File: src/rtl/dbus_pkg.sv
// Shared constants, state encoding and width helpers for the data-bus master.
package dbus_pkg;

    // Bus source indices
    localparam int unsigned SRC_DR  = 0;
    localparam int unsigned SRC_R0  = 1;
    localparam int unsigned SRC_R1  = 2;
    localparam int unsigned SRC_R2  = 3;
    localparam int unsigned SRC_R3  = 4;
    localparam int unsigned SRC_ALU = 5;

    // Destination load-strobe bit positions
    localparam int unsigned DST_A  = 0;
    localparam int unsigned DST_B  = 1;
    localparam int unsigned DST_IR = 2;
    localparam int unsigned DST_PC = 3;

    // Transfer sequencer states
    typedef enum logic [1:0] {
        IDLE  = 2'd0,
        DRIVE = 2'd1,
        LOAD  = 2'd2
    } state_t;

    // Bits needed to index n sources (at least one)
    function automatic int unsigned idx_width(input int unsigned n);
        return (n > 1) ? $clog2(n) : 1;
    endfunction

    // Setup counter must hold values 0..setup_cyc
    function automatic int unsigned cnt_width(input int unsigned setup_cyc);
        return (setup_cyc < 1) ? 1 : $clog2(setup_cyc + 1);
    endfunction

endpackage

File: src/rtl/rr_arbiter.sv
// Combinational round-robin picker: first set request at or above ptr, wrapping.
module rr_arbiter
    import dbus_pkg::*;
#(
    parameter int unsigned NSRC = 6,
    localparam int unsigned IDX_W = idx_width(NSRC)
) (
    input  logic [NSRC-1:0]  req,
    input  logic [IDX_W-1:0] ptr,
    output logic             valid_c,
    output logic [IDX_W-1:0] idx_c
);

    int unsigned          k;
    logic [IDX_W-1:0]     kk;

    // Scan upward from ptr and keep the first hit
    always_comb begin
        valid_c = 1'b0;
        idx_c   = '0;
        k       = 0;
        kk      = '0;
        for (int unsigned i = 0; i < NSRC; i++) begin
            k = 32'(ptr) + i;
            if (k >= NSRC) begin
                k = k - NSRC;
            end
            kk = IDX_W'(k);
            if (!valid_c && req[kk]) begin
                valid_c = 1'b1;
                idx_c   = kk;
            end
        end
    end

endmodule

File: src/rtl/dbus_master.sv
// Transmit-side data-bus master: round-robin grant, drive, load strobe, turnaround.
module dbus_master
    import dbus_pkg::*;
#(
    parameter int unsigned WIDTH     = 8,
    parameter int unsigned NSRC      = 6,
    parameter int unsigned NDST      = 4,
    parameter int unsigned SETUP_CYC = 1
) (
    input  logic                  clk,
    input  logic                  rst,
    input  logic [NSRC-1:0]       req,
    input  logic [NSRC*WIDTH-1:0] src_data,
    input  logic [NSRC*NDST-1:0]  src_dst,
    output logic [NSRC-1:0]       drv_en,
    output logic                  bus_oe,
    output logic [WIDTH-1:0]      bus_data,
    output logic [NDST-1:0]       ld,
    output logic [NSRC-1:0]       gnt,
    output logic                  busy,
    output logic                  err
);

    localparam int unsigned IDX_W = idx_width(NSRC);
    localparam int unsigned CNT_W = cnt_width(SETUP_CYC);

    state_t           state, state_n;
    logic [IDX_W-1:0] sel, sel_n;
    logic [WIDTH-1:0] dat, dat_n;
    logic [NDST-1:0]  msk, msk_n;
    logic [CNT_W-1:0] cnt, cnt_n;
    logic [IDX_W-1:0] rr_ptr, rr_ptr_n;

    logic [NSRC-1:0]  drv_en_n;
    logic             bus_oe_n;
    logic [WIDTH-1:0] bus_data_n;
    logic [NDST-1:0]  ld_n;
    logic [NSRC-1:0]  gnt_n;
    logic             busy_n;
    logic             err_n;

    logic             arb_valid;
    logic [IDX_W-1:0] arb_idx;

    rr_arbiter #(
        .NSRC (NSRC)
    ) u_arb (
        .req     (req),
        .ptr     (rr_ptr),
        .valid_c (arb_valid),
        .idx_c   (arb_idx)
    );

    // Next-state sequencing plus the output values for the state being entered
    always_comb begin
        state_n    = state;
        sel_n      = sel;
        dat_n      = dat;
        msk_n      = msk;
        cnt_n      = cnt;
        rr_ptr_n   = rr_ptr;
        drv_en_n   = '0;
        bus_oe_n   = 1'b0;
        bus_data_n = '0;
        ld_n       = '0;
        gnt_n      = '0;
        busy_n     = 1'b0;
        err_n      = 1'b0;

        case (state)
            IDLE: begin
                if (arb_valid) begin
                    sel_n   = arb_idx;
                    dat_n   = src_data[32'(arb_idx)*WIDTH +: WIDTH];
                    msk_n   = src_dst[32'(arb_idx)*NDST +: NDST];
                    cnt_n   = '0;
                    state_n = DRIVE;
                end
            end
            DRIVE: begin
                cnt_n = cnt + CNT_W'(1);
                if (cnt == CNT_W'(SETUP_CYC - 1)) begin
                    state_n = LOAD;
                end
            end
            LOAD: begin
                state_n  = IDLE;
                rr_ptr_n = (32'(sel) == NSRC - 1) ? '0 : sel + IDX_W'(1);
            end
            default: begin
                state_n = IDLE;
            end
        endcase

        // Outputs are registered, so they follow the state we are moving into
        if (state_n != IDLE) begin
            drv_en_n   = NSRC'(1) << sel_n;
            bus_oe_n   = 1'b1;
            bus_data_n = dat_n;
            busy_n     = 1'b1;
        end
        if (state_n == LOAD) begin
            ld_n  = msk_n;
            gnt_n = NSRC'(1) << sel_n;
            err_n = (msk_n == '0);
        end
    end

    // State, latched transfer and registered outputs; reset aborts any transfer
    always_ff @(posedge clk) begin
        if (rst) begin
            state    <= IDLE;
            sel      <= '0;
            dat      <= '0;
            msk      <= '0;
            cnt      <= '0;
            rr_ptr   <= '0;
            drv_en   <= '0;
            bus_oe   <= 1'b0;
            bus_data <= '0;
            ld       <= '0;
            gnt      <= '0;
            busy     <= 1'b0;
            err      <= 1'b0;
        end else begin
            state    <= state_n;
            sel      <= sel_n;
            dat      <= dat_n;
            msk      <= msk_n;
            cnt      <= cnt_n;
            rr_ptr   <= rr_ptr_n;
            drv_en   <= drv_en_n;
            bus_oe   <= bus_oe_n;
            bus_data <= bus_data_n;
            ld       <= ld_n;
            gnt      <= gnt_n;
            busy     <= busy_n;
            err      <= err_n;
        end
    end

endmodule

File: config.mk
export PLATFORM = sky130hd
export DESIGN_NAME = dbus_master
export DESIGN_NICKNAME = d
export VERILOG_FILES = /design/src/rtl/dbus_pkg.sv /design/src/rtl/rr_arbiter.sv /design/src/rtl/dbus_master.sv
export SDC_FILE = /design/constraint.sdc
export NUM_CORES = 1
export LEC_CHECK = 0
export ABC_AREA = 1
export BUFFER_PORTS_ARGS = -buffer_cell sky130_fd_sc_hd__buf_4
export CORE_MARGIN = 4
export CORE_UTILIZATION = 55
export CTS_CLUSTER_SIZE = 20
export DETAILED_ROUTE_END_ITERATION = 16
export GPL_TIMING_DRIVEN = 0
export PLACE_DENSITY = 0.85
export SLEW_MARGIN = 20
export SYNTH_ARGS = -nofsm -noshare
export SYNTH_HDL_FRONTEND = slang
export SYNTH_HIERARCHICAL = 1
export SYNTH_SLANG_ARGS = --single-unit
File: constraint.sdc
create_clock -name clk -period 9.5 [get_ports clk]
set_input_delay 0.475 -clock clk [delete_from_list [all_inputs] [get_ports clk]]
set_output_delay 0.475 -clock clk [all_outputs]
set_load 0.005 [all_outputs]
==> summary.txt <==
first-pass GRT wire length - 14.7 mm
area of the core - 5540 um2
post-DP HPWL - 7.20 mm
Die H - 83.9 um
Final GP Congestion - 0.859
via count - 3,518
TritonCTS clock tree - done
Placed Instances - 667
Peak Freq - 278 MHz
io pins - 107
CP required - 9.73 ns
vias in the first global route - 3,379
setup repair bufs after CTS - 0
via/cell ratio - 5.21
post-synth net total - 577
worst-case clock buffer depth - 2
Syn Inst Count - 489
worst r2r src - rr_ptr[0]
DP Worst Slack - 6.01 ns
Post-Route WL - 8.83 mm
count of buffers from port buffering - 106
DIE AREA - 7030 um2
total global routing overflow - 0
Seq/Total Area, Yosys - 29.7%
most common cell after layout, fill and taps aside - nand2_1
kind of critical path - reg -> reg
Netlist Area Pre-Place - 3170 um2
critical path peak fanout - 10
Slew @ Worst Pin - 0.554 ns
post-route setup TNS - 0 ns
syn avg cell area - 6.47 um2
clk_lat worst skew - 0.30 ns
most frequent cells in the layout - nand2_1, buf_4, inv_1, nor2_1, dfxtp_1
Clock Skew - 0.0137 ns
Max Cap Viol - 0
Final setup viols - 0
PostCTS Resize Cnt - 0
Wirelength per Cell - 13.1 um
Hold Path Class - reg -> reg
diode count - 0
VDD IR max - 0.000138 V
Tot Pwr - 0.843 mW
Global Route Usage Sum - 24.8%
Async SR Flop Fraction - 0%
Synth Flop Type - dfxtp_1
power density cells - 202 nW/um2
Worst setup EP type - flip-flop
DRC - 0
share of cells above drive strength 1 - 30.3%
Final Worst Setup Slack - 5.91 ns
Slew HR - 63.1%
Final Cycle Share - 37.8%
fin. max-slew vios - 0
Yosys warning count - 6
Worst-path clk slew - 0.10 ns
status - complete, no violations
row count - 27
Starting Density - 57.1%
TritonCTS Buffers - 5
#FFs+latches synth - 47
crit path time final - 3.59 ns
clk sink count - 47
DRT antenna net count - 0
RSZ-0062 raised after global routing - no
Finished Layout Cells - 675
Iteration-0 DRC Markers - 160
clk root buf - clkbuf_8
Critical Path Source - rr_ptr[0]
top cell type's share of synthesized area - 29.7%
H-Tree Depth - 2
final hold vios - 0
fin nets - 690
first drt pass iteration count - 6
hold-fix buffers at CTS - 0
hold path start - sel[0]
pin count of the biggest net entering global routing - 17
post-synth cell types - 42
Startpoint Class - flip-flop
area grow syn2layout - 31.6%
Leak - 2.17 nW
chip width - 83.9 um
EDFF count, synth - 0
Area contributors post-synth - dfxtp_1, nand2_1, inv_1, nor2_1, nand3_1
Arrival @ worst endpoint - 3.82 ns
largest area contributor in the netlist - dfxtp_1
Final Core Density - 75.2%
initial antenna violation count - 0
==> registers in the layout (all words and copies together), names as in the netlist <==
name / count
cnt: 1
err: 1
rr_ptr: 3
state: 2
dat: 8
drv_en: 6
msk: 4
sel: 3
gnt: 6
busy: 1
bus_data: 8
ld: 4
==> synth_stat cells (6+ instances only) <==
cell     count
nand2_1    111
inv_1       63
nor2_1      59
dfxtp_1     47
nand3_1     35
o21ai_0     25
a21oi_1     24
nand2_2     12
buf_2       11
inv_2       10
nand4_1      9
o22ai_1      9
ha_1         8
nor3_1       7
a21oi_2      6
==> critical path, stage by stage (launching register included) <==
cell,delay (ns)
dfxtp_1,0.57
inv_2,0.17
ha_1,0.41
inv_2,0.17
nand2_2,0.07
nand3_1,0.13
nand3_2,0.12
nand2_4,0.12
nand2_2,0.05
nand3_2,0.08
nand4_4,0.10
nor2_4,0.18
nand4_1,0.12
nand3_1,0.10
buf_2,0.26
buf_2,0.24
o21ai_0,0.13
o22ai_1,0.21
nand2_1,0.12
a21oi_1,0.15
==> worst paths after layout <==
| kind | cells after the start | to | slack, ns |
|---|---|---|---|
| worst min register to register | 1 | rr_ptr[0] | 0.50 |
| worst max register to register | 19 | dat[1] | 5.91 |
| worst max-delay path | 19 | dat[1] | 5.91 |
| worst min-delay path | 1 | rr_ptr[0] | 0.50 |
==> per-stage QoR <==
step                hold WS (ns)  instance area (um2)
floorplan                  0.446                 3170
global placement           0.470                 4050
detailed placement         0.477                 4050
CTS                        0.496                 4170
global route               0.518                 4170
finish                     0.504                 4170
==> logic make-up after synthesis <==
| kind of cell | synth area share (%) |
|---|---|
| multiplexers | 0.632 |
| buffers and inverters | 12.2 |
| flip-flops | 29.7 |
| XOR/XNOR | 0.553 |
| adder cells (fa/ha/maj) | 3.16 |
| AO/OA/AOI/OAI | 16.3 |
| AND/OR/NAND/NOR | 37.5 |
==> routing by layer <==
layer | routed length, um | global-route usage [%] | up-vias
met3 | 771 | 6.22 | 14
li1 | - | - | 1786
met1 | 3460 | 27.5 | 1577
met5 | 0 | 0 | -
met4 | 149 | 7.16 | 0
met2 | 4450 | 46.1 | 141
==> power by group <==
part | internal [mW] | switching, mW
clock network | 0.0793 | 0.0691
registers | 0.241 | 0.0186
logic | 0.170 | 0.265
total | 0.490 | 0.353
==> area by class of cell <==
class,instances,area [um2]
sequential,47,941
timing repair buffer,106,796
fill,456,1370
clock inverter,3,46.3
tap,72,90.1
buffer,18,108
clock buffer,5,68.8
inverter,74,278
multi-input combinational,350,1840
No activity file was read; power rests on OpenSTA's default activity.
